<file path="config.mk">
export PLATFORM = sky130hd
export DESIGN_NAME = muldiv_sequencer
export DESIGN_NICKNAME = d
export VERILOG_FILES = /design/src/rtl/muldiv_pkg.sv /design/src/rtl/muldiv_step.sv /design/src/rtl/muldiv_sequencer.sv
export SDC_FILE = /design/constraint.sdc
export NUM_CORES = 1
export LEC_CHECK = 0
export BUFFER_PORTS_ARGS = -buffer_cell sky130_fd_sc_hd__buf_2
export CAP_MARGIN = 20
export CORE_MARGIN = 2
export CORE_UTILIZATION = 65
export CTS_CLUSTER_SIZE = 28
export DETAILED_ROUTE_END_ITERATION = 8
export GPL_ROUTABILITY_DRIVEN = 0
export PLACE_DENSITY_LB_ADDON = 0.12
export RECOVER_POWER = 50
export SLEW_MARGIN = 15
export SYNTH_ARGS = -nofsm -noshare
export SYNTH_HDL_FRONTEND = slang
export SYNTH_SLANG_ARGS = --single-unit
</file>
<file path="constraint.sdc">
create_clock -name clk -period 13 [get_ports clk]
set_clock_uncertainty 0.2 [all_clocks]
set_input_delay 2.6 -clock clk [delete_from_list [all_inputs] [get_ports clk]]
set_output_delay 2.6 -clock clk [all_outputs]
set_load 0.01 [all_outputs]
</file>
<file path="src/rtl/muldiv_pkg.sv">
// Shared encodings for the iterative multiply/divide sequencer.
package muldiv_pkg;

  localparam int DEFAULT_WIDTH = 32;

  typedef enum logic [1:0] {
    OP_MULU = 2'b00,
    OP_DIVU = 2'b01,
    OP_MULS = 2'b10,
    OP_DIVS = 2'b11
  } op_e;

  typedef enum logic [1:0] {
    IDLE = 2'b00,
    RUN  = 2'b01,
    DONE = 2'b10
  } state_e;

endpackage

</file>
<file path="src/rtl/muldiv_step.sv">
// One iteration of shift-add multiply or restoring divide on a hi:lo accumulator pair.
module muldiv_step
  import muldiv_pkg::*;
#(
  parameter int WIDTH = DEFAULT_WIDTH
) (
  input  logic             is_div,
  input  logic [WIDTH-1:0] acc_hi,
  input  logic [WIDTH-1:0] acc_lo,
  input  logic [WIDTH-1:0] operand,
  output logic [WIDTH-1:0] next_hi,
  output logic [WIDTH-1:0] next_lo
);

  logic [WIDTH:0] sum_s;
  logic [WIDTH:0] rem_s;
  logic [WIDTH:0] diff_s;

  // Single iteration; diff_s[WIDTH] is the borrow of the trial subtract.
  always_comb begin
    sum_s  = {1'b0, acc_hi} + (acc_lo[0] ? {1'b0, operand} : {(WIDTH+1){1'b0}});
    rem_s  = {acc_hi, acc_lo[WIDTH-1]};
    diff_s = rem_s - {1'b0, operand};
    if (is_div) begin
      if (diff_s[WIDTH]) begin
        next_hi = rem_s[WIDTH-1:0];
        next_lo = {acc_lo[WIDTH-2:0], 1'b0};
      end else begin
        next_hi = diff_s[WIDTH-1:0];
        next_lo = {acc_lo[WIDTH-2:0], 1'b1};
      end
    end else begin
      next_hi = sum_s[WIDTH:1];
      next_lo = {sum_s[0], acc_lo[WIDTH-1:1]};
    end
  end

endmodule

</file>
<file path="src/rtl/muldiv_sequencer.sv">
// Multi-cycle multiply/divide controller: accepts one op, iterates WIDTH times,
// then presents sign-corrected registered results with a one-cycle done pulse.
module muldiv_sequencer
  import muldiv_pkg::*;
#(
  parameter int WIDTH = DEFAULT_WIDTH
) (
  input  logic             clk,
  input  logic             reset,
  input  logic             start,
  input  logic [1:0]       op,
  input  logic [WIDTH-1:0] operand_a,
  input  logic [WIDTH-1:0] operand_b,
  output logic             busy,
  output logic             done,
  output logic [WIDTH-1:0] result_lo,
  output logic [WIDTH-1:0] result_hi,
  output logic             div_by_zero
);

  localparam int CW = $clog2(WIDTH);

  state_e           state_r, state_s;
  logic [CW-1:0]    count_r, count_s;
  logic             is_div_r, is_div_s;
  logic             neg_q_r, neg_q_s;
  logic             neg_r_r, neg_r_s;
  logic [WIDTH-1:0] mag_r, mag_s;
  logic [WIDTH-1:0] acc_hi_r, acc_hi_s;
  logic [WIDTH-1:0] acc_lo_r, acc_lo_s;
  logic             busy_s, done_s, dbz_s;
  logic [WIDTH-1:0] res_lo_s, res_hi_s;
  logic [WIDTH-1:0] step_hi_s, step_lo_s;
  logic             op_div_s, op_signed_s, sign_a_s, sign_b_s;
  logic [WIDTH-1:0] abs_a_s, abs_b_s;
  logic [2*WIDTH-1:0] prod_s, prod_fix_s;

  muldiv_step #(.WIDTH(WIDTH)) u_step (
    .is_div  (is_div_r),
    .acc_hi  (acc_hi_r),
    .acc_lo  (acc_lo_r),
    .operand (mag_r),
    .next_hi (step_hi_s),
    .next_lo (step_lo_s)
  );

  // Operand decode for the accept cycle and final product sign fix.
  always_comb begin
    op_div_s    = (op == OP_DIVU) || (op == OP_DIVS);
    op_signed_s = (op == OP_MULS) || (op == OP_DIVS);
    sign_a_s    = op_signed_s & operand_a[WIDTH-1];
    sign_b_s    = op_signed_s & operand_b[WIDTH-1];
    abs_a_s     = sign_a_s ? (~operand_a + WIDTH'(1)) : operand_a;
    abs_b_s     = sign_b_s ? (~operand_b + WIDTH'(1)) : operand_b;
    prod_s      = {step_hi_s, step_lo_s};
    prod_fix_s  = neg_q_r ? (~prod_s + (2*WIDTH)'(1)) : prod_s;
  end

  // Next-state and next-output logic.
  always_comb begin
    state_s  = state_r;
    count_s  = count_r;
    is_div_s = is_div_r;
    neg_q_s  = neg_q_r;
    neg_r_s  = neg_r_r;
    mag_s    = mag_r;
    acc_hi_s = acc_hi_r;
    acc_lo_s = acc_lo_r;
    busy_s   = busy;
    done_s   = 1'b0;
    dbz_s    = div_by_zero;
    res_lo_s = result_lo;
    res_hi_s = result_hi;
    case (state_r)
      IDLE, DONE: begin
        if (start) begin
          if (op_div_s && (operand_b == {WIDTH{1'b0}})) begin
            state_s  = DONE;
            busy_s   = 1'b0;
            done_s   = 1'b1;
            dbz_s    = 1'b1;
            res_lo_s = {WIDTH{1'b1}};
            res_hi_s = operand_a;
          end else begin
            state_s  = RUN;
            busy_s   = 1'b1;
            dbz_s    = 1'b0;
            count_s  = CW'(WIDTH-1);
            is_div_s = op_div_s;
            neg_q_s  = sign_a_s ^ sign_b_s;
            neg_r_s  = sign_a_s;
            mag_s    = op_div_s ? abs_b_s : abs_a_s;
            acc_hi_s = {WIDTH{1'b0}};
            acc_lo_s = op_div_s ? abs_a_s : abs_b_s;
          end
        end else begin
          state_s = IDLE;
          busy_s  = 1'b0;
        end
      end
      RUN: begin
        acc_hi_s = step_hi_s;
        acc_lo_s = step_lo_s;
        if (count_r == {CW{1'b0}}) begin
          state_s = DONE;
          busy_s  = 1'b0;
          done_s  = 1'b1;
          if (is_div_r) begin
            res_lo_s = neg_q_r ? (~step_lo_s + WIDTH'(1)) : step_lo_s;
            res_hi_s = neg_r_r ? (~step_hi_s + WIDTH'(1)) : step_hi_s;
          end else begin
            res_lo_s = prod_fix_s[WIDTH-1:0];
            res_hi_s = prod_fix_s[2*WIDTH-1:WIDTH];
          end
        end else begin
          count_s = count_r - CW'(1);
          busy_s  = 1'b1;
        end
      end
      default: begin
        state_s = IDLE;
        busy_s  = 1'b0;
      end
    endcase
  end

  // State, datapath and registered outputs.
  always_ff @(posedge clk or negedge reset) begin
    if (!reset) begin
      state_r     <= IDLE;
      count_r     <= {CW{1'b0}};
      is_div_r    <= 1'b0;
      neg_q_r     <= 1'b0;
      neg_r_r     <= 1'b0;
      mag_r       <= {WIDTH{1'b0}};
      acc_hi_r    <= {WIDTH{1'b0}};
      acc_lo_r    <= {WIDTH{1'b0}};
      busy        <= 1'b0;
      done        <= 1'b0;
      div_by_zero <= 1'b0;
      result_lo   <= {WIDTH{1'b0}};
      result_hi   <= {WIDTH{1'b0}};
    end else begin
      state_r     <= state_s;
      count_r     <= count_s;
      is_div_r    <= is_div_s;
      neg_q_r     <= neg_q_s;
      neg_r_r     <= neg_r_s;
      mag_r       <= mag_s;
      acc_hi_r    <= acc_hi_s;
      acc_lo_r    <= acc_lo_s;
      busy        <= busy_s;
      done        <= done_s;
      div_by_zero <= dbz_s;
      result_lo   <= res_lo_s;
      result_hi   <= res_hi_s;
    end
  end

endmodule

</file>
==> metrics.txt <==
# TYPE chip_impl_metric gauge
chip_impl_info{name="critical_path.cell_chain",value="clkbuf_1, clkbuf_1"} 1
chip_impl_metric{name="max-slew-margin-rel",unit=""} -1.57
chip_impl_info{name="synth_top_family_by_area",value="compound AO/OA/AOI/OAI gates"} 1
chip_impl_metric{name="detailed_route_wl",unit="um"} 55200
chip_impl_metric{name="drt_first_pass_iters",unit=""} 6
chip_impl_metric{name="synth-async-reset-ratio",unit=""} 1.00
chip_impl_metric{name="layout-drive-gt1-share",unit=""} 0.0911
chip_impl_metric{name="share_of_the_synthesized_netlist_area_taken_by_xor_and_xnor_gates",unit=""} 0.0877
chip_impl_info{name="r2r-end",value="result_hi[20]$_DFFE_PN0P_"} 1
chip_impl_metric{name="grt_pass1_vias",unit=""} 15600
chip_impl_info{name="worst_setup_path_end_kind",value="async pin"} 1
chip_impl_metric{name="worst_ep_required_time",unit="ps"} 12470
chip_impl_metric{name="synthesis.nets",unit=""} 2205
chip_impl_metric{name="number_of_buffers_added_by_the_clock_tree_synthesis_step",unit=""} 17
chip_impl_metric{name="post_synth_fa_ha_maj_area_fraction",unit=""} 0.0577
chip_impl_metric{name="timing.critical_path.slowest_cell_delay",unit="ps"} 2850
chip_impl_metric{name="number_of_antenna_violations_at_the_first_check_in_global_routing",unit=""} 2
chip_impl_metric{name="synthDominantCellAreaShare",unit=""} 0.273
chip_impl_metric{name="synth.area.mux_share",unit=""} 0.0406
chip_impl_metric{name="number_of_vias_per_cell_after_detailed_routing",unit=""} 6.84
chip_impl_metric{name="post-route-period-util",unit=""} 0.625
chip_impl_metric{name="r2r.worst_path.cells",unit=""} 24
chip_impl_info{name="min_path_type",value="flip-flop to flip-flop"} 1
chip_impl_metric{name="area_growth_syn_to_layout",unit="%"} 8.45
chip_impl_metric{name="die_area",unit="sq mm"} 0.0257
chip_impl_metric{name="fp-row-count",unit=""} 57
chip_impl_metric{name="global_route.overflow_total",unit=""} 0
chip_impl_metric{name="post_cts.resized_instances",unit=""} 0
chip_impl_metric{name="floorplan.initialDensity",unit=""} 0.657
chip_impl_metric{name="timing.final.setup_violations",unit=""} 0
chip_impl_metric{name="seq_area_frac_synth",unit=""} 0.273
chip_impl_info{name="crit_slowest_cell",value="sky130_fd_sc_hd__clkbuf_1"} 1
chip_impl_info{name="min_from",value="result_hi[8]$_DFFE_PN0P_"} 1
chip_impl_info{name="crit-reg2reg-launch",value="acc_lo_r[31]$_DFFE_PN0P_"} 1
chip_impl_info{name="synth_area_leader_cell",value="sky130_fd_sc_hd__dfrtp_1"} 1
chip_impl_metric{name="finalHoldViolCount",unit=""} 0
chip_impl_metric{name="worst_hold_slack",unit="ps"} 297
chip_impl_info{name="cp_common_cell",value="sky130_fd_sc_hd__clkbuf_1"} 1
chip_impl_metric{name="clock_insertion_delay_worst_skew",unit="ps"} 450
chip_impl_metric{name="postCtsSetupBuffers",unit=""} 0
chip_impl_info{name="critPathLaunch",value="reset"} 1
chip_impl_metric{name="path_max_fanout",unit=""} 66
chip_impl_metric{name="maxClockFrequency",unit="GHz"} 0.123
chip_impl_info{name="clockRootBuffer",value="sky130_fd_sc_hd__clkbuf_16"} 1
chip_impl_metric{name="synth.lib_cells_used.distinct",unit=""} 90
chip_impl_metric{name="ys_ff_latch",unit=""} 173
chip_impl_metric{name="grt_start_max_net_pins",unit=""} 123
chip_impl_metric{name="detail_route.iter0.violations",unit=""} 2131
chip_impl_metric{name="core_area",unit="sq mm"} 0.0242
chip_impl_metric{name="cp.arrival",unit="ps"} 7590
chip_impl_metric{name="routed-via-count",unit=""} 16800
chip_impl_metric{name="flop_to_flop_setup_slack",unit="ps"} 6370
chip_impl_metric{name="synth.avg_cell_area",unit="sq um"} 7.70
chip_impl_metric{name="nets",unit=""} 2258
chip_impl_metric{name="min_path_cells",unit=""} 2
chip_impl_metric{name="maxSlewViolCount",unit=""} 178
chip_impl_metric{name="grt_use_total",unit=""} 0.423
chip_impl_metric{name="detail_route.drc_violations",unit=""} 0
chip_impl_info{name="critPathLaunchType",value="input port"} 1
chip_impl_info{name="post_synth_main_area_contributors",value="sky130_fd_sc_hd__dfrtp_1, sky130_fd_sc_hd__o21ai_0, sky130_fd_sc_hd__a21oi_1"} 1
chip_impl_info{name="failed_checks",value="max-capacitance violations, max-slew violations"} 1
chip_impl_metric{name="die_width",unit="um"} 160
chip_impl_metric{name="io_pins",unit=""} 136
chip_impl_info{name="critical-path-top-delay-family",value="buffers and inverters"} 1
chip_impl_metric{name="number_of_flops_mapped_to_enable_cells_by_yosys",unit=""} 0
chip_impl_metric{name="synth.yosys.warnings",unit=""} 0
chip_impl_metric{name="cts-htree-levels",unit=""} 4
chip_impl_info{name="cts_tree",value="built"} 1
chip_impl_metric{name="hpwlAfterDp",unit="um"} 40700
chip_impl_metric{name="cts-root-to-sink-buffers",unit=""} 2
chip_impl_metric{name="cap_violations",unit=""} 3
chip_impl_metric{name="postPlaceCellArea",unit="sq mm"} 0.0167
chip_impl_metric{name="setup-tns-final",unit="ps"} 0
chip_impl_metric{name="syn-instance-count",unit=""} 2064
chip_impl_metric{name="synth-simple-area-share",unit=""} 0.231
chip_impl_metric{name="tritoncts_num_sinks",unit=""} 173
chip_impl_metric{name="global_route_wire_length_before_repair",unit="um"} 86100
chip_impl_info{name="synthFlopType",value="sky130_fd_sc_hd__dfrtp_1"} 1
chip_impl_metric{name="die_h",unit="um"} 160
chip_impl_metric{name="syn_area",unit="sq mm"} 0.0159
chip_impl_metric{name="synth_compound_gate_area_share",unit=""} 0.262
chip_impl_metric{name="final_design_area_no_fill",unit="sq mm"} 0.0172
chip_impl_info{name="grt_setup_unrepaired",value="false"} 1
chip_impl_metric{name="wl_per_cell",unit="um"} 22.5
chip_impl_info{name="timing_worst_setup_path_type",value="input port to async pin"} 1
chip_impl_info{name="worstHoldEndpoint",value="result_hi[8]$_DFFE_PN0P_"} 1
chip_impl_metric{name="finalCriticalPeriod",unit="ps"} 8130
chip_impl_info{name="outcome",value="finished with violations"} 1
chip_impl_metric{name="antenna_violating_nets_post_route",unit=""} 0
chip_impl_metric{name="tightest_slew",unit="ps"} 3860
chip_impl_metric{name="holdBufCountCts",unit=""} 0
chip_impl_metric{name="cts.reportedPaths.clkPinSlew",unit="ps"} 80
chip_impl_metric{name="cp_num_buf_inv",unit=""} 2
chip_impl_metric{name="place.port_buffers",unit=""} 135
[synthesized netlist by cell type, types with 19 or more instances]
library cell	count
sky130_fd_sc_hd__a21o_1	21
sky130_fd_sc_hd__o21ai_0	193
sky130_fd_sc_hd__nor3_1	46
sky130_fd_sc_hd__o221ai_1	24
sky130_fd_sc_hd__dfrtp_1	173
sky130_fd_sc_hd__nor2_1	165
sky130_fd_sc_hd__ha_1	70
sky130_fd_sc_hd__mux2i_1	46
sky130_fd_sc_hd__xor2_1	67
sky130_fd_sc_hd__and3_1	36
sky130_fd_sc_hd__o31ai_1	25
sky130_fd_sc_hd__nand3_1	54
sky130_fd_sc_hd__inv_1	72
sky130_fd_sc_hd__and2_1	46
sky130_fd_sc_hd__xnor2_1	92
sky130_fd_sc_hd__a31oi_1	34
sky130_fd_sc_hd__nand4_1	27
sky130_fd_sc_hd__a21oi_1	185
sky130_fd_sc_hd__o211ai_1	23
sky130_fd_sc_hd__or3_1	19
sky130_fd_sc_hd__nand2_1	244
sky130_fd_sc_hd__clkbuf_1	91
[cell families after synthesis]
| kind of cell | Yosys count |
|---|---|
| xor+xnor | 159 |
| compound gates | 660 |
| simple gates | 746 |
| flops | 173 |
| fa+ha+maj | 72 |
| buf+inv | 192 |
| mux | 62 |
[layout by cell type, fill, tap and decap left out, types with 67 or more instances in the layout]
cell	count
sky130_fd_sc_hd__nor2_1	162
sky130_fd_sc_hd__a21oi_1	185
sky130_fd_sc_hd__xor2_1	67
sky130_fd_sc_hd__ha_1	70
sky130_fd_sc_hd__nand2_1	244
sky130_fd_sc_hd__o21ai_0	193
sky130_fd_sc_hd__xnor2_1	92
sky130_fd_sc_hd__inv_1	71
sky130_fd_sc_hd__buf_2	83
sky130_fd_sc_hd__dfrtp_1	172
[state kept, by name, summed over array words and instances (netlist names)]
name,cells
div_by_zero,1
neg_q_r,1
is_div_r,1
mag_r,32
done,1
result_hi,32
acc_hi_r,32
count_r,5
state_r,2
neg_r_r,1
busy,1
acc_lo_r,32
result_lo,32
[worst reg2reg max path: stages (launching register included)]
cell                        delay (ps)
sky130_fd_sc_hd__dfrtp_1           440
sky130_fd_sc_hd__inv_1              80
sky130_fd_sc_hd__ha_1              160
sky130_fd_sc_hd__inv_1              60
sky130_fd_sc_hd__fa_1              430
sky130_fd_sc_hd__a211oi_1          460
sky130_fd_sc_hd__or3_4             240
sky130_fd_sc_hd__a211o_1           240
sky130_fd_sc_hd__a21o_1            230
sky130_fd_sc_hd__a211o_1           150
sky130_fd_sc_hd__buf_4             500
sky130_fd_sc_hd__nor2_1            330
sky130_fd_sc_hd__a21oi_1           310
sky130_fd_sc_hd__ha_1              240
sky130_fd_sc_hd__o21a_1            150
sky130_fd_sc_hd__nand4_1           370
sky130_fd_sc_hd__and4b_1           520
sky130_fd_sc_hd__inv_1             100
sky130_fd_sc_hd__o31ai_1           280
sky130_fd_sc_hd__o2bb2ai_1         200
sky130_fd_sc_hd__nand4_1           150
sky130_fd_sc_hd__nor4b_1           280
sky130_fd_sc_hd__o22a_1            200
sky130_fd_sc_hd__nor3_1             50
sky130_fd_sc_hd__nand3b_1          170
[metal layers]
metal  vias to the layer above  track usage  wire length [um]
li1                       7609            -                 -
met4                         2        0.189              2770
met5                         -            0                11
met2                      1149        0.631             23300
met1                      7832        0.580             21700
met3                       205        0.115              7360
[cell type report]
type | instances | area (sq um)
diodes | 1 | 2.50
clock buffers | 18 | 429
clock inverters | 14 | 170
fillers | 1989 | 6950
inverters | 72 | 270
multi-input cells | 1699 | 10800
flip-flops and latches | 173 | 4330
well taps | 324 | 405
repair buffers | 154 | 802
[through the flow]
stage               instances  utilization  worst slack [ps]
detailed placement       2420        0.689              6390
global placement         2418        0.687              6150
global route             2454        0.712              3870
floorplan                2064            -              7240
finish                   2455        0.713              4870
CTS                      2452        0.714              6560
[how the worst max path moves through the flow]
stage | endpoint | depth (start not counted)
global placement | acc_lo_r[31]$_DFFE_PN0P_ | 13
finish | acc_hi_r[25]$_DFFE_PN0P_ | 2
floorplan | acc_lo_r[20]$_DFFE_PN0P_ | 12
global route | is_div_r$_DFFE_PN0P_ | 2
CTS | result_hi[20]$_DFFE_PN0P_ | 24
detailed placement | acc_lo_r[1]$_DFFE_PN0P_ | 14
Power is not shown: default switching activity piles up to over one toggle a cycle in this logic, so the estimate is an artifact.
